<file path="config.mk">
export PLATFORM = sky130hd
export DESIGN_NAME = dmem_arbiter_flat
export DESIGN_NICKNAME = d
export VERILOG_FILES = /design/src/rtl/dmem_arbiter_if.sv /design/src/rtl/dmem_arbiter.sv /design/src/flat_wrapper.sv
export SDC_FILE = /design/constraint.sdc
export NUM_CORES = 1
export LEC_CHECK = 0
export ABC_AREA = 0
export BUFFER_PORTS_ARGS = -buffer_cell sky130_fd_sc_hd__buf_4
export CAP_MARGIN = 5
export CELL_PAD_IN_SITES_DETAIL_PLACEMENT = 1
export CELL_PAD_IN_SITES_GLOBAL_PLACEMENT = 2
export CORE_ASPECT_RATIO = 0.5
export CORE_UTILIZATION = 10
export CTS_CLUSTER_SIZE = 8
export DETAILED_ROUTE_END_ITERATION = 6
export PLACE_DENSITY = 0.87
export RECOVER_POWER = 100
export SLEW_MARGIN = 25
export SYNTH_ARGS = -nofsm -noshare
export SYNTH_HDL_FRONTEND = slang
export SYNTH_SLANG_ARGS = --single-unit
</file>
<file path="constraint.sdc">
create_clock -name clk -period 2.62 [get_ports clk]
set_input_delay 0.262 -clock clk [delete_from_list [all_inputs] [get_ports clk]]
set_output_delay 0.262 -clock clk [all_outputs]
set_load 0.02 [all_outputs]
</file>
<file path="src/rtl/dmem_arbiter_if.sv">
`default_nettype none
// ============================================================================
//  Module      : dmem_arbiter_if
//  Description : One requester port of the data-memory arbiter. The master
//                modport is the requester side; the slave modport is the
//                arbiter side.
//  Revision    : 1.0 - initial release
// ============================================================================
interface dmem_arbiter_if #(
   parameter int ALEN = 32,
   parameter int XLEN = 32
);
   logic            req;
   logic            we;
   logic [3:0]      be;
   logic [2:0]      funct3;
   logic [ALEN-1:0] addr;
   logic [XLEN-1:0] wdata;
   logic            lock;
   logic            gnt;
   logic            rvalid;
   logic [XLEN-1:0] rdata;

   modport master (
      output req, we, be, funct3, addr, wdata, lock,
      input  gnt, rvalid, rdata
   );

   modport slave (
      input  req, we, be, funct3, addr, wdata, lock,
      output gnt, rvalid, rdata
   );
endinterface
`default_nettype wire

</file>
<file path="src/rtl/dmem_arbiter.sv">
`default_nettype none
// ============================================================================
//  Module      : dmem_arbiter
//  Description : Shares the single data-memory port between the core MEM
//                stage (port 0) and a loader/debug master (port 1).
//                Fixed priority to port 0, starvation override for port 1,
//                atomic lock, and routing of 1-cycle-latency read data.
//  Revision    : 1.0 - initial release
// ============================================================================
module dmem_arbiter #(
   parameter int ALEN       = 32,
   parameter int XLEN       = 32,
   parameter int STARVE_MAX = 4
) (
   input  wire logic            clk,
   input  wire logic            rst,
   dmem_arbiter_if.slave        p0,
   dmem_arbiter_if.slave        p1,
   output logic                 mem_we,
   output logic [3:0]           mem_be,
   output logic [2:0]           mem_funct3,
   output logic [ALEN-1:0]      mem_addr,
   output logic [XLEN-1:0]      mem_wdata,
   input  wire logic [XLEN-1:0] mem_rdata
);

   localparam logic [2:0] F3_WORD    = 3'b010;
   localparam logic [3:0] STARVE_LIM = 4'(STARVE_MAX);

   localparam logic [1:0] UNLOCKED = 2'd0;
   localparam logic [1:0] LOCKED0  = 2'd1;
   localparam logic [1:0] LOCKED1  = 2'd2;

   logic [1:0] state;
   logic [1:0] state_nxt;
   logic       gnt0;
   logic       gnt1;
   logic [3:0] starve_cnt;
   logic       rd_pending;
   logic       rd_owner;

   // Lock FSM state register
   always_ff @(posedge clk or posedge rst) begin
      if (rst) state <= UNLOCKED;
      else     state <= state_nxt;
   end

   // Lock FSM next state: a locked port releases as soon as it drops lock,
   // whether or not it is requesting (a requesting release is still granted)
   always_comb begin
      state_nxt = state;
      case (state)
         UNLOCKED: begin
            if (gnt0 && p0.lock)      state_nxt = LOCKED0;
            else if (gnt1 && p1.lock) state_nxt = LOCKED1;
         end
         LOCKED0:  if (!p0.lock) state_nxt = UNLOCKED;
         LOCKED1:  if (!p1.lock) state_nxt = UNLOCKED;
         default:  state_nxt = UNLOCKED;
      endcase
   end

   // Lock FSM outputs: grant decision, lock owner first, then starvation
   // override, then fixed priority to port 0; nothing granted in reset
   always_comb begin
      gnt0 = 1'b0;
      gnt1 = 1'b0;
      if (!rst) begin
         if (state == LOCKED0)                           gnt0 = p0.req;
         else if (state == LOCKED1)                      gnt1 = p1.req;
         else if ((starve_cnt == STARVE_LIM) && p1.req) gnt1 = 1'b1;
         else if (p0.req)                                gnt0 = 1'b1;
         else if (p1.req)                                gnt1 = 1'b1;
      end
   end

   assign p0.gnt = gnt0;
   assign p1.gnt = gnt1;

   // Memory-side mux: idle bus presents a harmless word read of address 0
   always_comb begin
      mem_we     = 1'b0;
      mem_be     = 4'b0000;
      mem_funct3 = F3_WORD;
      mem_addr   = '0;
      mem_wdata  = '0;
      if (gnt0) begin
         mem_we     = p0.we;
         mem_be     = p0.be;
         mem_funct3 = p0.funct3;
         mem_addr   = p0.addr;
         mem_wdata  = p0.wdata;
      end else if (gnt1) begin
         mem_we     = p1.we;
         mem_be     = p1.be;
         mem_funct3 = p1.funct3;
         mem_addr   = p1.addr;
         mem_wdata  = p1.wdata;
      end
   end

   // Starvation counter: frozen while locked, cleared whenever port 1 is
   // served or stops asking, saturating at the limit
   always_ff @(posedge clk or posedge rst) begin
      if (rst) begin
         starve_cnt <= 4'd0;
      end else if (state == UNLOCKED) begin
         if (gnt1 || !p1.req)
            starve_cnt <= 4'd0;
         else if (gnt0 && (starve_cnt != STARVE_LIM))
            starve_cnt <= starve_cnt + 4'd1;
      end
   end

   // Read tracking: remember which port owns the load whose data the
   // memory returns on the following cycle
   always_ff @(posedge clk or posedge rst) begin
      if (rst) begin
         rd_pending <= 1'b0;
         rd_owner   <= 1'b0;
      end else begin
         rd_pending <= (gnt0 && !p0.we) || (gnt1 && !p1.we);
         rd_owner   <= gnt1;
      end
   end

   assign p0.rvalid = rd_pending && !rd_owner;
   assign p1.rvalid = rd_pending &&  rd_owner;
   assign p0.rdata  = p0.rvalid ? mem_rdata : '0;
   assign p1.rdata  = p1.rvalid ? mem_rdata : '0;

endmodule
`default_nettype wire

</file>
<file path="src/flat_wrapper.sv">
// flat-port wrapper written by rule: the top's interface ports become plain ports
module dmem_arbiter_flat 
#(
   parameter int ALEN       = 32,
   parameter int XLEN       = 32,
   parameter int STARVE_MAX = 4
)
  (clk, rst, mem_we, mem_be, mem_funct3, mem_addr, mem_wdata, mem_rdata, p0_req, p0_we, p0_be, p0_funct3, p0_addr, p0_wdata, p0_lock, p0_gnt, p0_rvalid, p0_rdata, p1_req, p1_we, p1_be, p1_funct3, p1_addr, p1_wdata, p1_lock, p1_gnt, p1_rvalid, p1_rdata);
  dmem_arbiter_if #(.ALEN(ALEN), .XLEN(XLEN)) p0_i ();
  dmem_arbiter_if #(.ALEN(ALEN), .XLEN(XLEN)) p1_i ();
  input  wire logic clk;
  input  wire logic rst;
  output logic mem_we;
  output logic [3:0] mem_be;
  output logic [2:0] mem_funct3;
  output logic [ALEN-1:0] mem_addr;
  output logic [XLEN-1:0] mem_wdata;
  input  wire logic [XLEN-1:0] mem_rdata;
  input wire logic [$bits(p0_i.req)-1:0] p0_req;
  input wire logic [$bits(p0_i.we)-1:0] p0_we;
  input wire logic [$bits(p0_i.be)-1:0] p0_be;
  input wire logic [$bits(p0_i.funct3)-1:0] p0_funct3;
  input wire logic [$bits(p0_i.addr)-1:0] p0_addr;
  input wire logic [$bits(p0_i.wdata)-1:0] p0_wdata;
  input wire logic [$bits(p0_i.lock)-1:0] p0_lock;
  output wire logic [$bits(p0_i.gnt)-1:0] p0_gnt;
  output wire logic [$bits(p0_i.rvalid)-1:0] p0_rvalid;
  output wire logic [$bits(p0_i.rdata)-1:0] p0_rdata;
  input wire logic [$bits(p1_i.req)-1:0] p1_req;
  input wire logic [$bits(p1_i.we)-1:0] p1_we;
  input wire logic [$bits(p1_i.be)-1:0] p1_be;
  input wire logic [$bits(p1_i.funct3)-1:0] p1_funct3;
  input wire logic [$bits(p1_i.addr)-1:0] p1_addr;
  input wire logic [$bits(p1_i.wdata)-1:0] p1_wdata;
  input wire logic [$bits(p1_i.lock)-1:0] p1_lock;
  output wire logic [$bits(p1_i.gnt)-1:0] p1_gnt;
  output wire logic [$bits(p1_i.rvalid)-1:0] p1_rvalid;
  output wire logic [$bits(p1_i.rdata)-1:0] p1_rdata;
  assign p0_i.req = p0_req;
  assign p0_i.we = p0_we;
  assign p0_i.be = p0_be;
  assign p0_i.funct3 = p0_funct3;
  assign p0_i.addr = p0_addr;
  assign p0_i.wdata = p0_wdata;
  assign p0_i.lock = p0_lock;
  assign p0_gnt = p0_i.gnt;
  assign p0_rvalid = p0_i.rvalid;
  assign p0_rdata = p0_i.rdata;
  assign p1_i.req = p1_req;
  assign p1_i.we = p1_we;
  assign p1_i.be = p1_be;
  assign p1_i.funct3 = p1_funct3;
  assign p1_i.addr = p1_addr;
  assign p1_i.wdata = p1_wdata;
  assign p1_i.lock = p1_lock;
  assign p1_gnt = p1_i.gnt;
  assign p1_rvalid = p1_i.rvalid;
  assign p1_rdata = p1_i.rdata;
  dmem_arbiter #(.ALEN(ALEN), .XLEN(XLEN), .STARVE_MAX(STARVE_MAX)) u_core (.clk(clk), .rst(rst), .p0(p0_i), .p1(p1_i), .mem_we(mem_we), .mem_be(mem_be), .mem_funct3(mem_funct3), .mem_addr(mem_addr), .mem_wdata(mem_wdata), .mem_rdata(mem_rdata));
endmodule
</file>
Word level (Yosys, flattened, before mapping)
Cells that the tools add are included.
{ "word_totals": {"ff_bits": 8, "out_inout_bits": 140, "wordCells": 60} }
{ "op_classes": {"addsub": 1, "n_eq_ne": 7, "n_mux": 30, "n_reduce_logical": 18} }
{ "op_table": {"columns": ["operator", "count"], "rows": [
  ["two-way mux 32 bit", 6],
  ["two-way mux 4 bit", 4],
  ["two-way mux 1 bit", 13],
  ["logical AND 1 bit", 8],
  ["two-way mux 2 bit", 4],
  ["two-way mux 3 bit", 2],
  ["case mux 2 bit (3 select lines)", 1],
  ["adder 4 x 1 -> 4 bit, second input constant", 1],
  ["equality test 4 x 3 -> 1 bit, second input constant", 1],
  ["logical NOT 1 bit", 4],
  ["inequality test 2 bit, second input constant", 2],
  ["inequality test 4 x 3 -> 1 bit, second input constant", 1],
  ["inequality test 3 x 1 -> 1 bit, second input constant", 1],
  ["AND reduction 3 bit", 1],
  ["equality test 2 x 1 -> 1 bit, second input constant", 1],
  ["equality test 2 bit, second input constant", 1],
  ["logical NOT 2 bit", 1],
  ["logical OR 1 bit", 2],
  ["AND reduction 2 bit", 1],
  ["nonzero test 2 bit", 1]
]} }

Longest topological paths before layout
Gate-level depths: netlist of the first run.
{ "depth": {"depth_word": 10, "ltp_mapped": 7, "depth_no_buf": 6} }

Worst setup path after synthesis of the first run
No wires, ideal clock.
{ "synth_timing": {"path_type": "reg-to-output", "from": "reg u_core.starve_cnt[0]", "to": "out mem_funct3[1]", "arrival_time_ns": 1.787, "required_ns": 2.358, "path_slack_ns": 0.571, "path_stages_with_launch": 7, "path_buffers": 1, "path_cell_list": "dfrtp_1 inv_1 ha_1 nand3b_4 o311a_1 clkbuf_1 a22oi_1"} }
{ "synth_lines": {"columns": ["element", "line", "text"], "rows": [
  ["start: declaration", "dmem_arbiter.sv:38", "logic [3:0] starve_cnt;"],
  ["start signal: assignment", "dmem_arbiter.sv:111", "starve_cnt <= starve_cnt + 4'd1;"],
  ["equality test 4 x 3 -> 1 bit", "dmem_arbiter.sv:71", "else if ((starve_cnt == STARVE_LIM) && p1.req) gnt1 = 1'b1;"],
  ["logical AND 1 bit", "dmem_arbiter.sv:71", null],
  ["two-way mux 1 bit", "dmem_arbiter.sv:71", null],
  ["two-way mux 1 bit", "dmem_arbiter.sv:70", "else if (state == LOCKED1) gnt1 = p1.req;"],
  ["two-way mux 1 bit", "dmem_arbiter.sv:69", "if (state == LOCKED0) gnt0 = p0.req;"],
  ["two-way mux 1 bit", "dmem_arbiter.sv:68", "if (!rst) begin"],
  ["via p0_gnt", "flat_wrapper.sv:26", "output wire logic [$bits(p0_i.gnt)-1:0] p0_gnt;"],
  ["two-way mux 3 bit", "dmem_arbiter.sv:87", "if (gnt0) begin"],
  ["end: declaration", "flat_wrapper.sv:15", "output logic [2:0] mem_funct3;"]
]} }
The timed path passes the listed nets, and every way through them passes these cells.

Worst setup path in the final report of the first run
{ "layout_timing": {"from": "reg u_core.starve_cnt[0]", "to": "out mem_wdata[1]"} }
{ "layout_between": {"elab_chain_len": 8} }
{ "layout_lines": {"columns": ["element", "line", "text"], "rows": [
  ["equality test 4 x 3 -> 1 bit (*)", "dmem_arbiter.sv:71", null],
  ["logical AND 1 bit (*)", "dmem_arbiter.sv:71", null],
  ["two-way mux 1 bit", "dmem_arbiter.sv:71", null],
  ["two-way mux 1 bit", "dmem_arbiter.sv:70", null],
  ["two-way mux 1 bit", "dmem_arbiter.sv:69", null],
  ["two-way mux 1 bit", "dmem_arbiter.sv:68", null],
  ["two-way mux 32 bit", "dmem_arbiter.sv:93", "end else if (gnt1) begin"],
  ["two-way mux 32 bit (*)", "dmem_arbiter.sv:87", null],
  ["end: declaration", "flat_wrapper.sv:17", "output logic [XLEN-1:0] mem_wdata;"]
]} }
Mark *: on every way between the ends. The rest lies on a longest branch, timed or not.

==> flow_metrics.env, run 1 <==
export IMPL_clock_path_buffers=2
export IMPL_crit_fanout=76
export IMPL_cpPeakStageDelay_ns=0.41
export IMPL_comb_power_share_pct=62.5
export IMPL_synth_async_sr_flop_share_pct=100
export IMPL_hold_path_class="in -> async"
export IMPL_critPathTopFamily="buffers and inverters"
export IMPL_total_power_mw=1.07
export IMPL_synth_edf_count=0
export IMPL_rsz0062_at_grt="no"
export IMPL_final_cells=744
export IMPL_post_route_period_util_pct=94.1
export IMPL_num_vias=2963
export IMPL_grt_pass1_vias=3034
export IMPL_synth_cells=219
export IMPL_cts_setup_buffers=0
export IMPL_setup_ws_ns=0.154
export IMPL_maxCapViolations=0
export IMPL_critical_path_class="reg -> out"
export IMPL_post_cts_resized=0
export IMPL_clock_sinks=8
export IMPL_crit_buf_inv=3
export IMPL_p_switching_mw=0.420
export IMPL_max_slew_margin_rel_pct=16.4
export IMPL_cts_tree="built"
export IMPL_start_util_pct=10.5
export IMPL_place_ws_ns=0.395
export IMPL_first_pass_iters=4
export IMPL_avgSynthCellArea_um2=7.59
export IMPL_synth_ff_type="dfrtp_1"
export IMPL_cts_clk_slew_worst_paths_ns=0.04
export IMPL_finalSetupViolCount=0
export IMPL_wl_per_cell_um=16.1
export IMPL_maxSlewViolCount=0
export IMPL_power_density_nw_per_um2=269
export IMPL_grt_pass1_wl_mm=16.9
export IMPL_chipHeight_um=93.2
export IMPL_gp_congestion=0.759
export IMPL_placed_cell_area_um2=4300
export IMPL_p_int_mw=0.647
export IMPL_antenna_found_initial=0
export IMPL_clockRootBuffer="clkbuf_16"
export IMPL_ir_worst_vdd_mv=0.135
export IMPL_multi_input_area_um2=1320
export IMPL_clock_power_share_pct=24.6
export IMPL_viasPerCell=3.98
export IMPL_path_depth=7
export IMPL_placementRows=32
export IMPL_finalNetCount=709
export IMPL_finalSetupTns_ns=0
export IMPL_fin_crit_ns=2.47
export IMPL_area_growth_pct=139
export IMPL_clk_latency_ns=0.24
export IMPL_grt_max_degree=77
export IMPL_r2r_cells=7
export IMPL_critical_path_required_ns=2.36
export IMPL_synth_area_um2=1660
export IMPL_grt_overflow_total=0
export IMPL_drt_iter0_markers=110
export IMPL_hold_buffers=0
export IMPL_status="finished, final reports clean"
export IMPL_crit_chain="inv_1, ha_1, nand3b_4, a311oi_4, buf_12, a22o_1, clkbuf_1"
export IMPL_syn_nets=403
export IMPL_die_x_um=184
export IMPL_skew_ns=0.000592
export IMPL_drc_errors=0
export IMPL_cp_end_kind="output port"
export IMPL_synth_top_area_share_pct=38.0
export IMPL_drive_gt1_share_pct=47.6
export IMPL_antenna_cells=0
export IMPL_cts_inserted_buffers=3
export IMPL_track_usage_pct=12.6
export IMPL_regArea_um2=200
export IMPL_io_pins=322
export IMPL_ys_ff_latch=8
export IMPL_cts_max_level=1
export IMPL_switching_share_pct=39.3
export IMPL_final_area_um2=3970
export IMPL_postRouteAntennaNets=0
export IMPL_p_leak_nw=2.09
export IMPL_yosysUniqueCellTypes=29
export IMPL_final_common_cell="buf_4"
export IMPL_hpwl_mm=9.75
export IMPL_portBuffers=321
export IMPL_cp_slowest_cell="dfrtp_1"
export IMPL_arrival_ns=2.20
export IMPL_max_freq_ghz=0.406
export IMPL_hold_viol=0
export IMPL_yosysTopAreaCell="a22o_1"
export IMPL_fillers=2031
export IMPL_ys_top_cells_by_area="a22o_1 (38%), and2_1 (12%), and3_1 (12%), dfrtp_1 (12%), buf_2 (2.7%)"
export IMPL_layout_common_cells="buf_4 (203), clkbuf_1 (85), a22o_1 (72)"
export IMPL_die_area_um2=17200
export IMPL_ys_warn_count=0
export IMPL_synth_seq_area_share_pct=12.0
export IMPL_worst_slew_pin_slew_ns=1.25
export IMPL_pwr_share_seq_pct=12.9
export IMPL_routed_wirelength_mm=11.9
export IMPL_place_inst=741
export IMPL_cp_start_kind="flip-flop"
export IMPL_core_area_um2=15800
[layout make-up]
cell class	count	area share [%]
Tap cell	221	6.97
Clock buffer	3	1.89
Inverter	10	0.946
Timing Repair Buffer	326	52.0
Multi-Input combinational cell	176	33.1
Sequential cell	8	5.05
[synth_stat cells (2+ instances only)]
cell / number
a22o_1: 72
and2_1: 33
and3_1: 32
clkbuf_1: 11
buf_2: 9
inv_1: 9
dfrtp_1: 8
o21ai_0: 8
buf_4: 5
nor2_1: 4
nand2_1: 3
nand2b_1: 3
nor2b_1: 3
a31oi_1: 2
ha_1: 2
nor3b_1: 2
[worst register-to-register path: stages, from the launching register on]
cell and delay [ns]:
dfrtp_1 0.41, inv_1 0.08, ha_1 0.22, nand3b_4 0.13, a311oi_4 0.31, buf_12 0.34
nor2_1 0.09, nor3b_1 0.18
[path summary, 6_finish.rpt]
check                                     to                 start  slack [ns]
max                             mem_wdata[1]  u_core.starve_cnt[0]        0.15
max in group asynchronous    u_core.state[1]                   rst        2.28
min reg2reg                  u_core.state[1]       u_core.state[0]        0.55
max reg2reg                  u_core.state[1]  u_core.starve_cnt[0]        0.78
min in group clk             u_core.state[1]               p1_lock        0.30
min                        u_core.rd_pending                   rst        0.07
[logic make-up (layout without fill, tap and decap cells)]
logic type / count (synthesis) / count (layout) / synth area share (%)
buffers and inverters: 35 / 339 / 9.71
adders and majority gates: 2 / 2 / 1.51
and+or+nand+nor: 87 / 87 / 32.9
DFF: 8 / 8 / 12.0
AOI/OAI and AO/OA: 87 / 87 / 43.8
[through the flow]
| step | util [%] | hold slack [ns] |
|---|---|---|
| after floorplan | - | 0.0838 |
| after global placement | 27.2 | 0.284 |
| after detailed placement | 27.2 | 0.289 |
| after CTS | 27.7 | 0.0480 |
| after global routing | 25.1 | 0.113 |
| final | 25.1 | 0.0747 |
[state kept, by name, summed over array words and instances, names as in the netlist]
name and count:
u_core.rd_owner 1, u_core.state 2, u_core.starve_cnt 4, u_core.rd_pending 1
[power groups by stage]
stage	Clock [mW]	Combinational, mW	Sequential, mW
3_5_place_dp	0	0.741	0.139
5_1_grt	0.273	0.714	0.139
3_3_place_gp	0	0.731	0.138
6_report	0.262	0.667	0.137
4_1_cts	0.265	0.745	0.137
2_1_floorplan	0	0.312	0.138
[metal layers]
layer	GRT usage (%)	vias up	share of wire, %	routed length, um
met4	3.06	0	1.3	150
li1	-	1447	-	-
met1	15.1	1411	41	4940
met3	1.36	11	4.1	488
met2	24.0	94	53	6370
met5	0	-	0	0
No activity file was read; power rests on OpenSTA's default activity.
==> inputs of run 2 (changes only) <==
==> constraint.sdc (replaced) <==
create_clock -name clk -period 2.5 [get_ports clk]
set_input_delay 0.625 -clock clk [delete_from_list [all_inputs] [get_ports clk]]
set_output_delay 0.625 -clock clk [all_outputs]
set_load 0.02 [all_outputs]
==> run 2 against run 1 <==
Effect of this change:
- the run now ends with setup timing left
- register-to-register slack worse by 0.04 ns
- worst setup slack worse by 0.27 ns
- via count increased by 8.8%
- cell count increased by 4.8%
==> flow_metrics.env, run 2 (same netlist as run 1, synthesis figures left out) <==
export IMPL_status="complete, but fails checks"
export IMPL_violations="setup timing"
export IMPL_clock_sinks=8
export IMPL_finalSetupTns_ns=-4.63
export IMPL_drt_iter0_markers=79
export IMPL_drc_errors=0
export IMPL_postRouteAntennaNets=0
export IMPL_grt_overflow_total=0
export IMPL_wl_per_cell_um=17.7
export IMPL_track_usage_pct=13.5
export IMPL_core_area_um2=15800
export IMPL_first_pass_iters=4
export IMPL_whs_ns=0.515
export IMPL_max_slew_margin_rel_pct=74.2
export IMPL_setup_ws_ns=-0.115
export IMPL_post_route_util_pct=32.4
export IMPL_layout_common_cells="buf_4 (270), buf_6 (77), a22o_1 (71)"
export IMPL_area_growth_pct=208
export IMPL_cts_max_level=1
export IMPL_final_common_cell="buf_4"
export IMPL_top_register="u_core.starve_cnt"
export IMPL_fin_crit_ns=2.61
export IMPL_worst_slew_pin_slew_ns=0.385
export IMPL_clock_path_buffers=2
export IMPL_cp_start_kind="flip-flop"
export IMPL_maxCapViolations=0
export IMPL_critical_path_class="reg -> out"
export IMPL_cts_clk_slew_worst_paths_ns=0.04
export IMPL_io_pins=322
export IMPL_place_ws_ns=-0.0883
export IMPL_grt_pass1_vias=3343
export IMPL_start_util_pct=10.5
export IMPL_critical_path_required_ns=1.88
export IMPL_arrival_ns=1.99
export IMPL_place_inst=762
export IMPL_grt_pass1_wl_mm=18.2
export IMPL_routed_wirelength_mm=13.8
export IMPL_p_leak_nw=2.78
export IMPL_finalSetupViolCount=71
export IMPL_hold_path_class="in -> async"
export IMPL_reg2reg_slack_ns=0.74
export IMPL_cp_end_kind="output port"
export IMPL_cts_inserted_buffers=3
export IMPL_skew_ns=0.00275
export IMPL_max_freq_ghz=0.382
export IMPL_antenna_cells=0
export IMPL_power_density_nw_per_um2=265
export IMPL_maxSlewViolCount=0
export IMPL_crit_fanout=5
export IMPL_r2r_end="u_core.rd_pending"
export IMPL_placementRows=32
export IMPL_die_x_um=184
export IMPL_gp_congestion=0.810
export IMPL_chipHeight_um=93.2
export IMPL_hold_buffers=0
export IMPL_drive_gt1_share_pct=67.4
export IMPL_antenna_found_initial=0
export IMPL_top_regs="u_core.starve_cnt x4, u_core.state x2"
export IMPL_num_vias=3224
export IMPL_rsz0062_at_grt="yes"
export IMPL_viasPerCell=4.13
export IMPL_largest_reg_flops=4
export IMPL_ir_worst_vdd_mv=0.127
export IMPL_die_area_um2=17200
export IMPL_hold_viol=0
export IMPL_portBuffers=321
export IMPL_reg2reg_from="u_core.starve_cnt[1]"
export IMPL_post_route_period_util_pct=105
export IMPL_r2r_cells=6
export IMPL_cts_tree="built"
export IMPL_clockRootBuffer="clkbuf_16"
export IMPL_finalNetCount=745
export IMPL_hpwl_mm=10.7
export IMPL_grt_max_degree=36
export IMPL_final_cells=780
export IMPL_clk_latency_ns=0.23
==> run 2: cell types whose count changed in the layout (fill, tap and decap cells not counted), sizes merged <==
cell / before / now
buf: 205 / 354
clkbuf: 124 / 9
o311a: 1 / 3
==> run 2: layout make-up <==
cell class	count	area [um2]
Fill cell	1884	10700
Timing Repair Buffer	360	3130
Multi-Input combinational cell	178	1400
Tap cell	221	277
Sequential cell	8	201
Clock buffer	3	75.1
Inverter	10	37.5
==> run 2: layer usage <==
metal	vias to the layer above	GRT usage, %	share of wire [%]
li1	1529	-	-
met1	1578	15.8	40
met2	109	26.2	54
met3	8	1.91	5.0
met4	0	2.36	0.62
met5	-	0	0
==> run 2: critical path: stages, from the launching register on <==
cell	delay, ns
dfrtp_1	0.38
inv_2	0.07
ha_4	0.14
nand3b_4	0.14
o311a_4	0.50
clkbuf_16	0.19
a22o_1	0.19
buf_6	0.13
==> run 2: what timing repair did <==
| item | in CTS | in global routing |
|---|---|---|
| resized for setup | 66 | 26 |
| gates cloned | 0 | 10 |
| endpoints found under the setup margin | 72 | 72 |
| pin swaps | 1 | 5 |
| setup buffers | 1 | 4 |
==> run 2: how the worst max path moves through the flow <==
stage,from,end,slack (ns),depth (start not counted)
after CTS,u_core.starve_cnt[0],mem_wdata[15],-0.11,7
after floorplan,u_core.starve_cnt[0],mem_funct3[1],0.09,6
final,u_core.starve_cnt[1],mem_addr[24],-0.11,7
after global routing,u_core.starve_cnt[1],mem_wdata[16],-0.16,7
after global placement,rst,mem_addr[23],-0.03,7
after detailed placement,rst,mem_wdata[26],-0.09,7
==> run 2: metrics by stage <==
step,total power [mW],cell area (um2)
after floorplan,0.472,1660
after global placement,0.949,4500
after detailed placement,0.962,4500
after CTS,1.30,4830
after global routing,1.42,5120
final,1.36,5120
==> run 2: where the power goes <==
part           internal (mW)  leakage [nW]  total (mW)  switching (mW)
clock                  0.206        0.0370       0.270          0.0641
sequential             0.137         0.107       0.144         0.00697
combinational          0.527          2.64       0.945           0.418
total                  0.870          2.78        1.36           0.489
==> inputs of run 3 (changes only) <==
- REMOVE_ABC_BUFFERS: unset -> 1
==> run 3 against run 2 <==
Effect of this change:
- the run still ends with setup timing left
- non-clock buffer count down 7
- cell area down 1.1%
- register-to-register slack about the same
- critical path depth unchanged
- sequential share of layout area about the same
- clock skew down 0.00078 ns
- wire length up 4.8%
- flip-flop and latch count unchanged
- clock power up 2%
- global-route usage up 1.5 points
- worst hold slack better by 0.034 ns
- via count down 1.6%
- largest power group unchanged
==> flow_metrics.env, run 3 (same netlist as run 1, synthesis figures left out) <==
export IMPL_status="complete, but fails checks"
export IMPL_violations="setup timing"
export IMPL_ir_worst_vdd_mv=0.185
export IMPL_worst_slew_pin_slew_ns=0.391
export IMPL_viasPerCell=4.12
export IMPL_path_depth=7
export IMPL_total_power_mw=1.36
export IMPL_grt_max_degree=34
export IMPL_largest_reg_flops=4
export IMPL_die_x_um=184
export IMPL_critical_path_class="reg -> out"
export IMPL_switching_share_pct=36.4
export IMPL_clock_power_share_pct=20.2
export IMPL_placed_cell_area_um2=4390
export IMPL_p_int_mw=0.865
export IMPL_crit_fanout=6
export IMPL_cp_end_kind="output port"
export IMPL_final_common_cell="buf_4"
export IMPL_grt_pass1_vias=3152
export IMPL_gp_congestion=0.836
export IMPL_antenna_cells=0
export IMPL_core_area_um2=15800
export IMPL_clk_latency_ns=0.23
export IMPL_cts_inserted_buffers=3
export IMPL_max_slew_margin_rel_pct=73.9
export IMPL_wl_per_cell_um=18.7
export IMPL_finalNetCount=736
export IMPL_fin_crit_ns=2.64
export IMPL_comb_power_share_pct=69.4
export IMPL_cts_max_level=1
export IMPL_cp_start_kind="flip-flop"
export IMPL_track_usage_pct=15.0
export IMPL_p_leak_nw=2.77
export IMPL_portBuffers=321
export IMPL_hpwl_mm=10.7
export IMPL_antenna_found_initial=0
export IMPL_critical_path_required_ns=1.88
export IMPL_first_pass_iters=4
export IMPL_post_route_util_pct=32.0
export IMPL_drc_errors=0
export IMPL_hold_buffers=0
export IMPL_die_area_um2=17200
export IMPL_grt_overflow_total=0
export IMPL_maxCapViolations=0
export IMPL_postRouteAntennaNets=0
export IMPL_whs_ns=0.549
export IMPL_chipHeight_um=93.2
export IMPL_clockRootBuffer="clkbuf_16"
export IMPL_io_pins=322
export IMPL_final_cells=771
export IMPL_clock_sinks=8
export IMPL_final_area_um2=5070
export IMPL_crit_chain="inv_2, ha_4, nand3b_4, o311a_4, bufbuf_16, a22o_1, buf_4"
export IMPL_critPathTopFamily="compound AO/OA/AOI/OAI gates"
export IMPL_cp_slowest_cell="o311a_4"
export IMPL_met2_wirelength_mm=7.54
export IMPL_arrival_ns=2.01
export IMPL_r2r_cells=9
export IMPL_cpPeakStageDelay_ns=0.43
export IMPL_power_density_nw_per_um2=268
export IMPL_top_register="u_core.starve_cnt"
export IMPL_wl_met1_mm=6.14
export IMPL_place_inst=749
export IMPL_drt_iter0_markers=130
export IMPL_start_util_pct=10.5
export IMPL_crit_buf_inv=3
export IMPL_num_vias=3173
export IMPL_clock_path_buffers=2
export IMPL_pwr_share_seq_pct=10.4
export IMPL_p_switching_mw=0.495
export IMPL_hold_viol=0
export IMPL_drive_gt1_share_pct=66.9
export IMPL_place_ws_ns=-0.144
export IMPL_top_regs="u_core.starve_cnt x4, u_core.state x2"
export IMPL_layout_common_cells="buf_4 (274), a22o_1 (67), buf_6 (63)"
export IMPL_wl_met3_um=648
export IMPL_skew_ns=0.00197
export IMPL_routed_top_layer="met4"
export IMPL_cts_tree="built"
export IMPL_placementRows=32
export IMPL_finalSetupViolCount=72
export IMPL_finalSetupTns_ns=-6.97
export IMPL_routed_wirelength_mm=14.4
export IMPL_max_freq_ghz=0.379
export IMPL_grt_pass1_wl_mm=19.4
export IMPL_post_route_period_util_pct=106
export IMPL_setup_ws_ns=-0.139
export IMPL_hold_path_class="in -> async"
export IMPL_maxSlewViolCount=0
export IMPL_rsz0062_at_grt="yes"
export IMPL_area_growth_pct=205
export IMPL_cts_clk_slew_worst_paths_ns=0.04
==> run 3: area by class of cell <==
| cell class | count | area [um2] |
|---|---|---|
| Timing Repair Buffer | 353 | 3090 |
| Sequential cell | 8 | 200 |
| Multi-Input combinational cell | 176 | 1390 |
| Clock buffer | 3 | 75.1 |
| Fill cell | 1878 | 10700 |
| Inverter | 10 | 37.5 |
| Tap cell | 221 | 277 |
==> run 3: repair_timing <==
| action | 4_1_cts | 5_1_grt |
|---|---|---|
| pin swaps | 7 | 3 |
| setup buffers | 6 | 4 |
| endpoints found under the setup margin | 74 | 74 |
| cloned | 5 | 5 |
| resized for setup | 69 | 11 |
==> run 3: routing by layer <==
layer	track usage (%)	up-vias
li1	-	1505
met1	19.3	1567
met2	27.0	91
met3	1.95	10
met4	2.36	0
met5	0	-
==> run 3: power groups by stage <==
stage	clock, mW	combinational, mW	sequential, mW
6_report	0.275	0.944	0.141
5_1_grt	0.288	0.992	0.142
4_1_cts	0.278	0.917	0.141
3_5_place_dp	0	0.802	0.143
3_3_place_gp	0	0.794	0.142
2_1_floorplan	0	0.307	0.150
==> run 3: path summary, 6_finish.rpt <==
path                                      start              endpoint  slack, ns
max reg2reg                u_core.starve_cnt[1]       u_core.state[1]       0.74
min                                         rst  u_core.starve_cnt[3]       0.55
min in group clk                u_core.state[0]       u_core.state[1]       0.56
min reg2reg                     u_core.state[0]       u_core.state[1]       0.56
max in group asynchronous                   rst     u_core.rd_pending       1.67
max                        u_core.starve_cnt[1]          mem_wdata[5]      -0.14
==> run 3: worst min-delay path, stage by stage <==
cell and delay, ns:
clkbuf_4 0.11, clkbuf_1 0.14, inv_1 0.32
